**config.mk**
```make
export PLATFORM = sky130hd
export DESIGN_NAME = bus_master_requester_flat
export DESIGN_NICKNAME = d
export VERILOG_FILES = /design/src/rtl/bus_pkg.sv /design/src/rtl/bus_master_requester_if.sv /design/src/rtl/req_down_counter.sv /design/src/rtl/bus_master_requester.sv /design/src/flat_wrapper.sv
export SDC_FILE = /design/constraint.sdc
export NUM_CORES = 1
export LEC_CHECK = 0
export CAP_MARGIN = 20
export CORE_UTILIZATION = 50
export DETAILED_ROUTE_END_ITERATION = 8
export PLACE_DENSITY = 0.74
export SLEW_MARGIN = 10
export SYNTH_ARGS = -nofsm -noshare
export SYNTH_HDL_FRONTEND = slang
export SYNTH_SLANG_ARGS = --single-unit
```
**constraint.sdc**
```tcl
create_clock -name sys_clk -period 2.7 [get_ports sys_clk]
set_clock_uncertainty 0.15 [all_clocks]
set_input_delay 0.54 -clock sys_clk [delete_from_list [all_inputs] [get_ports sys_clk]]
set_output_delay 0.54 -clock sys_clk [all_outputs]
set_load 0.03 [all_outputs]
```
**src/rtl/bus_pkg.sv**
```systemverilog
// Shared bus definitions: slave ids and requester state encoding.
// Used by the requester, the arbiter and the slave mux.
package bus_pkg;
  localparam int SLAVE_ID_W = 2;
  typedef logic [SLAVE_ID_W-1:0] slave_id_t;

  localparam slave_id_t SLV_0 = 2'd0;
  localparam slave_id_t SLV_1 = 2'd1;
  localparam slave_id_t SLV_2 = 2'd2;
  localparam slave_id_t SLV_3 = 2'd3;

  typedef enum logic [2:0] {
    IDLE,
    ARB_WAIT,
    ADDR_MSB,
    ADDR_LSB,
    WAIT_GRANT,
    OWNED,
    BACKOFF
  } req_state_e;
endpackage

```
**src/rtl/bus_master_requester_if.sv**
```systemverilog
// Requester-side signal bundle: local command handshake plus arbiter wires.
// The master modport is the requester's view; slave is the core/arbiter view.
interface bus_master_requester_if;
  import bus_pkg::*;
  logic      cmd_valid;
  logic      cmd_ready;
  slave_id_t cmd_slave;
  logic      xfer_done;
  logic      arbiter_busy;
  logic      grant;
  logic      request;
  logic      slave_sel;
  logic      bus_owned;
  logic      req_error;
  logic [1:0] retry_cnt;

  modport master (
    input  cmd_valid, cmd_slave, xfer_done, arbiter_busy, grant,
    output cmd_ready, request, slave_sel, bus_owned, req_error, retry_cnt
  );
  modport slave (
    output cmd_valid, cmd_slave, xfer_done, arbiter_busy, grant,
    input  cmd_ready, request, slave_sel, bus_owned, req_error, retry_cnt
  );
endinterface

```
**src/rtl/req_down_counter.sv**
```systemverilog
// Loadable down-counter with zero flag; load wins over decrement and the
// count holds at zero.
module req_down_counter #(
  parameter int W = 5
) (
  input  logic         clk,
  input  logic         rst,
  input  logic         i_load,
  input  logic [W-1:0] i_load_val,
  input  logic         i_dec,
  output logic         o_zero
);
  logic [W-1:0] r_cnt;

  always_ff @(posedge clk) begin
    if (rst)                        r_cnt <= '0;
    else if (i_load)                r_cnt <= i_load_val;
    else if (i_dec && r_cnt != '0)  r_cnt <= r_cnt - 1'b1;
  end

  assign o_zero = (r_cnt == '0);
endmodule

```
**src/rtl/bus_master_requester.sv**
```systemverilog
// Master-side arbitration initiator: one-cycle request, 2-cycle MSB-first slave
// select, win/loss tracking with retries and timeout. REQ_RETRY_BACKOFF_EN adds
// exponential backoff between retries.
module bus_master_requester
  import bus_pkg::*;
#(
  parameter int TIMEOUT_CYCLES = 16,
  parameter int MAX_RETRIES    = 3
`ifdef REQ_RETRY_BACKOFF_EN
 ,parameter int BACKOFF_CYCLES = 4
`endif
) (
  input logic                    sys_clk,
  input logic                    sys_rst,
  bus_master_requester_if.master bus
);
  localparam int       TW     = $clog2(TIMEOUT_CYCLES + 1);
  localparam logic [7:0] MAX_R8 = 8'(MAX_RETRIES);

  req_state_e r_state, w_nxt;
  slave_id_t  r_slave;
  logic [7:0] r_retry;
  logic       r_req_error;

  logic w_loss, w_err, w_retry_inc, w_to_load, w_to_dec, w_to_zero;

`ifdef REQ_RETRY_BACKOFF_EN
  localparam int BW = $clog2((BACKOFF_CYCLES << MAX_RETRIES) + 1);
  logic w_bo_load, w_bo_dec, w_bo_zero;
  logic [BW-1:0] w_bo_val;

  // Gap length uses the retry count before this loss: 1x, 2x, 4x ...
  assign w_bo_val = BW'((BACKOFF_CYCLES << r_retry) - 1);

  req_down_counter #(.W(BW)) u_backoff (
    .clk        (sys_clk),
    .rst        (sys_rst),
    .i_load     (w_bo_load),
    .i_load_val (w_bo_val),
    .i_dec      (w_bo_dec),
    .o_zero     (w_bo_zero)
  );
`endif

  // Loaded with N-1 so the zero flag marks the N-th busy cycle in WAIT_GRANT.
  req_down_counter #(.W(TW)) u_timeout (
    .clk        (sys_clk),
    .rst        (sys_rst),
    .i_load     (w_to_load),
    .i_load_val (TW'(TIMEOUT_CYCLES - 1)),
    .i_dec      (w_to_dec),
    .o_zero     (w_to_zero)
  );

  always_ff @(posedge sys_clk) begin
    if (sys_rst) r_state <= IDLE;
    else         r_state <= w_nxt;
  end

  always_comb begin
    w_nxt       = r_state;
    w_loss      = 1'b0;
    w_err       = 1'b0;
    w_retry_inc = 1'b0;
    w_to_load   = 1'b0;
    w_to_dec    = 1'b0;
`ifdef REQ_RETRY_BACKOFF_EN
    w_bo_load   = 1'b0;
    w_bo_dec    = 1'b0;
`endif
    case (r_state)
      IDLE:       if (bus.cmd_valid) w_nxt = ARB_WAIT;
      ARB_WAIT:   if (!bus.arbiter_busy) w_nxt = ADDR_MSB;
      ADDR_MSB:   w_nxt = ADDR_LSB;
      ADDR_LSB: begin
        if (!bus.arbiter_busy) w_loss = 1'b1;
        else begin
          w_to_load = 1'b1;
          w_nxt     = WAIT_GRANT;
        end
      end
      WAIT_GRANT: begin
        // grant is only trusted on the busy fall that follows our own request
        if (!bus.arbiter_busy) begin
          if (bus.grant) w_nxt = OWNED;
          else           w_loss = 1'b1;
        end else if (w_to_zero) begin
          w_err = 1'b1;
          w_nxt = IDLE;
        end else begin
          w_to_dec = 1'b1;
        end
      end
      OWNED:      if (bus.xfer_done) w_nxt = IDLE;
`ifdef REQ_RETRY_BACKOFF_EN
      BACKOFF: begin
        if (w_bo_zero) w_nxt = ARB_WAIT;
        else           w_bo_dec = 1'b1;
      end
`endif
      default:    w_nxt = IDLE;
    endcase

    if (w_loss) begin
      if (r_retry < MAX_R8) begin
        w_retry_inc = 1'b1;
`ifdef REQ_RETRY_BACKOFF_EN
        w_bo_load   = 1'b1;
        w_nxt       = BACKOFF;
`else
        w_nxt       = ARB_WAIT;
`endif
      end else begin
        w_err = 1'b1;
        w_nxt = IDLE;
      end
    end
  end

  always_ff @(posedge sys_clk) begin
    if (sys_rst) begin
      r_slave     <= '0;
      r_retry     <= '0;
      r_req_error <= 1'b0;
    end else begin
      r_req_error <= w_err;
      if (r_state == IDLE && bus.cmd_valid) begin
        r_slave <= bus.cmd_slave;
        r_retry <= '0;
      end else if (w_retry_inc) begin
        r_retry <= r_retry + 8'd1;
      end
    end
  end

  assign bus.cmd_ready = (r_state == IDLE);
  assign bus.request   = (r_state == ADDR_MSB);
  assign bus.slave_sel = (r_state == ADDR_MSB) ? r_slave[1] :
                         (r_state == ADDR_LSB) ? r_slave[0] : 1'b0;
  assign bus.bus_owned = (r_state == OWNED);
  assign bus.req_error = r_req_error;
  assign bus.retry_cnt = (r_retry > 8'd3) ? 2'd3 : r_retry[1:0];
endmodule

```
**src/flat_wrapper.sv**
```systemverilog
// flat-port wrapper written by rule: the top's interface ports become plain ports
module bus_master_requester_flat import bus_pkg::*;
#(
  parameter int TIMEOUT_CYCLES = 16,
  parameter int MAX_RETRIES    = 3

)
  (sys_clk, sys_rst, bus_cmd_valid, bus_cmd_slave, bus_xfer_done, bus_arbiter_busy, bus_grant, bus_cmd_ready, bus_request, bus_slave_sel, bus_bus_owned, bus_req_error, bus_retry_cnt);
  bus_master_requester_if bus_i ();
  input logic sys_clk;
  input logic sys_rst;
  input wire logic [$bits(bus_i.cmd_valid)-1:0] bus_cmd_valid;
  input wire logic [$bits(bus_i.cmd_slave)-1:0] bus_cmd_slave;
  input wire logic [$bits(bus_i.xfer_done)-1:0] bus_xfer_done;
  input wire logic [$bits(bus_i.arbiter_busy)-1:0] bus_arbiter_busy;
  input wire logic [$bits(bus_i.grant)-1:0] bus_grant;
  output wire logic [$bits(bus_i.cmd_ready)-1:0] bus_cmd_ready;
  output wire logic [$bits(bus_i.request)-1:0] bus_request;
  output wire logic [$bits(bus_i.slave_sel)-1:0] bus_slave_sel;
  output wire logic [$bits(bus_i.bus_owned)-1:0] bus_bus_owned;
  output wire logic [$bits(bus_i.req_error)-1:0] bus_req_error;
  output wire logic [$bits(bus_i.retry_cnt)-1:0] bus_retry_cnt;
  assign bus_i.cmd_valid = bus_cmd_valid;
  assign bus_i.cmd_slave = bus_cmd_slave;
  assign bus_i.xfer_done = bus_xfer_done;
  assign bus_i.arbiter_busy = bus_arbiter_busy;
  assign bus_i.grant = bus_grant;
  assign bus_cmd_ready = bus_i.cmd_ready;
  assign bus_request = bus_i.request;
  assign bus_slave_sel = bus_i.slave_sel;
  assign bus_bus_owned = bus_i.bus_owned;
  assign bus_req_error = bus_i.req_error;
  assign bus_retry_cnt = bus_i.retry_cnt;
  bus_master_requester #(.TIMEOUT_CYCLES(TIMEOUT_CYCLES), .MAX_RETRIES(MAX_RETRIES)) u_core (.sys_clk(sys_clk), .sys_rst(sys_rst), .bus(bus_i));
endmodule
```
* After elaboration in Yosys (flattened, before gate mapping)
Cells that the tools add are included.
** Word-level totals
- Word-level logic and storage cells :: 61
- Flip-flop bits (word level) :: 19
- Output and inout port bits :: 7
** Cells by class
- Add/subtract/negate cells :: 2
- Reduce and logical (&&, ||, !) cells :: 9
- Muxes and demuxes :: 31
- Equality and inequality tests :: 11
- $lt $le $gt $ge :: 2
** Operator list (number)
- 3-bit 2-to-1 mux :: 8
- 1-bit 2-to-1 mux :: 18
- 3-bit one-hot mux with 6 select lines :: 1
- 3-bit by 2-bit != test with 1-bit output (second input constant) :: 4
- 8-bit by 1-bit adder with 8-bit output (second input constant) :: 1
- 8-bit by 2-bit > comparator with 1-bit output (second input constant) :: 1
- 8-bit by 2-bit < comparator with 1-bit output (second input constant) :: 1
- 4-bit 2-to-1 mux :: 2
- 4-bit by 3-bit != test with 1-bit output (second input constant) :: 2
- 3-bit by 2-bit == test with 1-bit output (second input constant) :: 2
- 3-bit == test (second input constant) :: 2
- 6-bit AND reduction :: 1
- 5-bit logical NOT :: 1
- 5-bit nonzero test :: 1
- 5-bit by 1-bit subtractor with 5-bit output (second input constant) :: 1
- 2-bit OR reduction :: 2
- 3-bit by 1-bit == test with 1-bit output (second input constant) :: 1
- 3-bit logical NOT :: 1
- 1-bit logical AND :: 2
- 2-bit 2-to-1 mux :: 1
- 1-bit one-hot mux with 2 select lines :: 1
- 2-bit nonzero test :: 1

* Longest topological paths before layout
- Word-level depth :: 7
- Gate-level depth with buffers :: 7

* Hierarchy
Synthesis repeated with hierarchy kept, for this count alone.
** Unflattened totals
- Cell total of the unflattened synthesis :: 119
- Area, all modules :: 1044.8 µm²
** By module, submodules not included
- bus_master_requester :: cells each 82, sequential area each 280.3 µm², area an instance 718.2 µm², instances 1
- req_down_counter :: cells each 37, sequential area each 100.1 µm², area an instance 326.6 µm², instances 1

* Worst setup path before layout
No wires, ideal clock.
- Path type :: register to output
- Start point :: register u_core.r_retry[2]
- End point :: output port bus_retry_cnt[0]
- Required time :: 2.010 ns
- Path buffers :: 0
- Slack :: 0.482 ns
- Arrival :: 1.528 ns
- Stages on the path, launching flop included :: 4
- Cell sequence :: dfxtp_1 > or4_1 > or3_1 > or2_1
** Between the ends
- Cells in the longest elaborated chain, start to end :: 2
** Ends and longest elaborated chain
- from (decl) :: RTL line bus_master_requester.sv:22 : logic [7:0] r_retry;
- from (signal assigned) :: RTL line bus_master_requester.sv:131 : r_retry <= r_retry + 8'd1;
- 8-bit by 2-bit > comparator with 1-bit output :: RTL line bus_master_requester.sv:142 : assign bus.retry_cnt = (r_retry > 8'd3) ? 2'd3 : r_retry[1:0];
- 2-bit 2-to-1 mux :: RTL line bus_master_requester.sv:142
- to (decl) :: RTL line flat_wrapper.sv:22 : output wire logic [$bits(bus_i.retry_cnt)-1:0] bus_retry_cnt;
No other way between the ends.

* Worst setup path in the final report
Ends and elaborated chain as after synthesis.

==> results.tsv <==
stage	metric	value	unit
cts	h-tree-depth	1	
drt	antenna_left	0	
synth	net_count_synth	113	
sta	grt_setup_unrepaired	no	
die	start_util	0.541	
global_routing	grt_start_max_net_pins	16	
synth	synth_enable_flop_cells	0	
setup_path	timing.critical_path.slowest_stage_cell	sky130_fd_sc_hd__or4_1	
synth	ys_ff_latch	19	
sta	max_freq	386	MHz
final_layout	final_core_utilization	0.663	
drt	dr.pass1.iters	4	
global_routing	first_global_vias	696	
drt	vias_per_cell	5.42	
job	maxCapViolations	0	
sta	period_minus_slack	2.59	ns
placement	place_area	1130	sq um
placement	pre_cts_ws	0.0314	ns
drt	route.detailed.drc	0	
placement	i_o_buffers	14	
cts	cts_root_buffer	sky130_fd_sc_hd__clkbuf_4	
final_layout	diodes	0	
synth	synthDominantAreaCellType	sky130_fd_sc_hd__dfxtp_1	
sta	fin_hold_ws	0.319	ns
final_layout	design_area	1160	sq um
cts	cts_post_setup_buffers_inserted	0	
setup_path	setup.worst_path.start_class	flop	
die	fp-row-count	15	
cts	clock_sink_count	19	
setup_path	worst_path_max_fanout	3	
synth	syn-cell-area	945	sq um
setup_path	worst-endpoint-required	2.01	ns
power	power.density_cell_area	476	nW/um^2
die	core_region_area	1750	sq um
die	chipHeight	45.5	um
drt	dr.first_iter.drc_count	5	
drt	routed_wl	1.85	mm
cts	clk_transition_reported_paths	0.10	ns
global_routing	grt-ovfl-total	0	
die	die_area	2070	sq um
synth	synth_ff_type	sky130_fd_sc_hd__dfxtp_1	
setup_path	crit_path_max_incr_delay	0.54	ns
synth	synthDistinctLibCells	36	
cts	cts_inserted_buffers	3	
sta	fin_crit_sh	0.960	
setup_path	crit_path_leading_delay_family	simple AND/OR/NAND/NOR gates	
final_layout	relative_area_change_from_synthesis_to_final_layout	22.5	%
worst_hold_path	timing.hold.worst.class	reg -> reg	
drt	vias	786	
setup_path	critical_path.cell_chain	or4_1 -> or3_1 -> or2_1 -> buf_2	
synth	netlist_top_cells_area	sky130_fd_sc_hd__dfxtp_1 (40%), sky130_fd_sc_hd__a21oi_1 (5.3%), sky130_fd_sc_hd__and2_1 (5.3%)	
sta	setup-tns-final	0	ns
setup_path	path_class	reg -> out	
final_layout	fraction_of_layout_cells_with_a_size_suffix_above_1	0.158	
global_routing	grt_pass1_wl	3.00	mm
power	p_leak	0.454	nW
cts	number_of_buffers_inserted_for_hold_repair_after_clock_tree_synthesis	0	
die	die_w	45.5	um
global_routing	groute.usage.overall	0.200	
synth	yosysSeqAreaShare	0.403	
synth	ys.warnings.count	0	
sta	setup_viol_count_final	0	
setup_path	worstPathBufferInverterCount	1	
status	run_status	complete, no violations	
setup_path	critical_path.endpoint_type	primary output	
sta	slew_violations	0	
sta	post-route-worst-setup-slack	0.108	ns
synth	postSynthCellCount	102	
drt	wl_per_cell	12.7	um
power	vdd.ir_drop.worst	0.000284	V
global_routing	antenna_found_initial	0	
sta	timing.slew.headroom	0.613	
final_layout	total_nets_final	132	
cts	max-clock-path-buffers	2	
synth	synth_largest_type_area_fraction	0.403	
cts	worstSkewPairLatency	0.29	ns
setup_path	data_arrival_critical_path	1.90	ns
die	floorplan.io_pins	15	
sta	report.final.hold_viol_count	0	
placement	place_hpwl	1.33	mm
cts	cts_tree	built	
placement	globalplace.congestion	0.747	
synth	synth_async_sr_flop_share	0	
sta	worst-slew-pin-transition	0.573	ns
synth	avgSynthCellArea	9.26	sq um
worst paths after layout:
check | startpoint | end | slack (ns) | cells past startpoint
setup / recovery | u_core.r_retry[2] | bus_retry_cnt[0] | 0.11 | 4
hold / removal | u_core.r_retry[2] | u_core.r_retry[2] | 0.32 | 1
setup reg to reg | u_core.r_state[2] | u_core.r_state[0] | 0.53 | 5
hold reg to reg | u_core.r_retry[2] | u_core.r_retry[2] | 0.32 | 1
area by class of cell:
type	count	area (sq um)
Clock buffer	4	26.3
Fill cell	156	588
Inverter	4	15.0
Multi-Input combinational cell	74	536
Sequential cell	19	382
Tap cell	25	31.3
Timing Repair Buffer	19	168
report_power, final:
| group | switching, mW | internal, mW |
|---|---|---|
| Sequential | 0.0153 | 0.289 |
| Combinational | 0.0543 | 0.0504 |
| Clock | 0.0849 | 0.0575 |
| Total | 0.154 | 0.397 |
cells in the final DEF (no fill, tap or decap), types with 3 or more instances in the layout:
cell / synthesis / final
sky130_fd_sc_hd__dfxtp_1: 19 / 18
sky130_fd_sc_hd__clkdlybuf4s50_1: 0 / 12
sky130_fd_sc_hd__a21oi_1: 10 / 10
sky130_fd_sc_hd__and2_1: 8 / 8
sky130_fd_sc_hd__nand3_1: 6 / 6
sky130_fd_sc_hd__nand2_1: 5 / 5
sky130_fd_sc_hd__buf_4: 0 / 5
sky130_fd_sc_hd__inv_1: 4 / 4
sky130_fd_sc_hd__o21ai_1: 4 / 4
sky130_fd_sc_hd__nor2_1: 3 / 3
sky130_fd_sc_hd__xor2_1: 3 / 3
sky130_fd_sc_hd__xnor2_1: 3 / 3
sky130_fd_sc_hd__ha_1: 3 / 3
sky130_fd_sc_hd__clkbuf_4: 0 / 3
sequential cells by signal, summed over array words and instances, names as in the netlist:
register and count:
u_core.r_retry 8, u_core.r_slave 2, u_core.u_timeout.r_cnt 5, u_core.bus.req_error 1, u_core.r_state 3
per-stage QoR:
step | power (mW) | std cells
CTS | 0.553 | 145
finish | 0.551 | 145
global placement | 0.407 | 141
floorplan | 0.373 | 102
detailed placement | 0.410 | 141
global route | 0.577 | 145
timing repair:
item | 4_1_cts | 5_1_grt
pin swaps | 0 | 0
gates resized for setup | 6 | 6
setup endpoints to repair | 2 | 3
Yosys cell counts (all sizes together), types with 2 or more instances:
cell / number
dfxtp: 19
a21oi: 10
xnor2: 3
ha: 3
nor2b: 2
nand2: 5
or4: 2
xor2: 3
nor2: 3
nand3: 6
nor3: 3
inv: 4
and2: 8
o21ai: 4
clkbuf: 4
or4b: 2
a211oi: 3
and3b: 2
or2: 2
per-layer routing:
metal / global-route usage / wire length [um] / up-vias
li1: - / - / 402
met1: 0.275 / 858 / 362
met2: 0.303 / 897 / 17
met3: 0.0357 / 59 / 5
met4: 0.0909 / 31 / 0
met5: 0 / 0 / -
logic make-up after synthesis:
logic type | share of synthesized area
mux | 0.0106
buf+inv | 0.0371
simple gates | 0.318
xor+xnor | 0.0556
fa+ha+maj | 0.0397
compound gates | 0.136
flops | 0.403
Note: power is estimated with default switching activity, not from simulation.
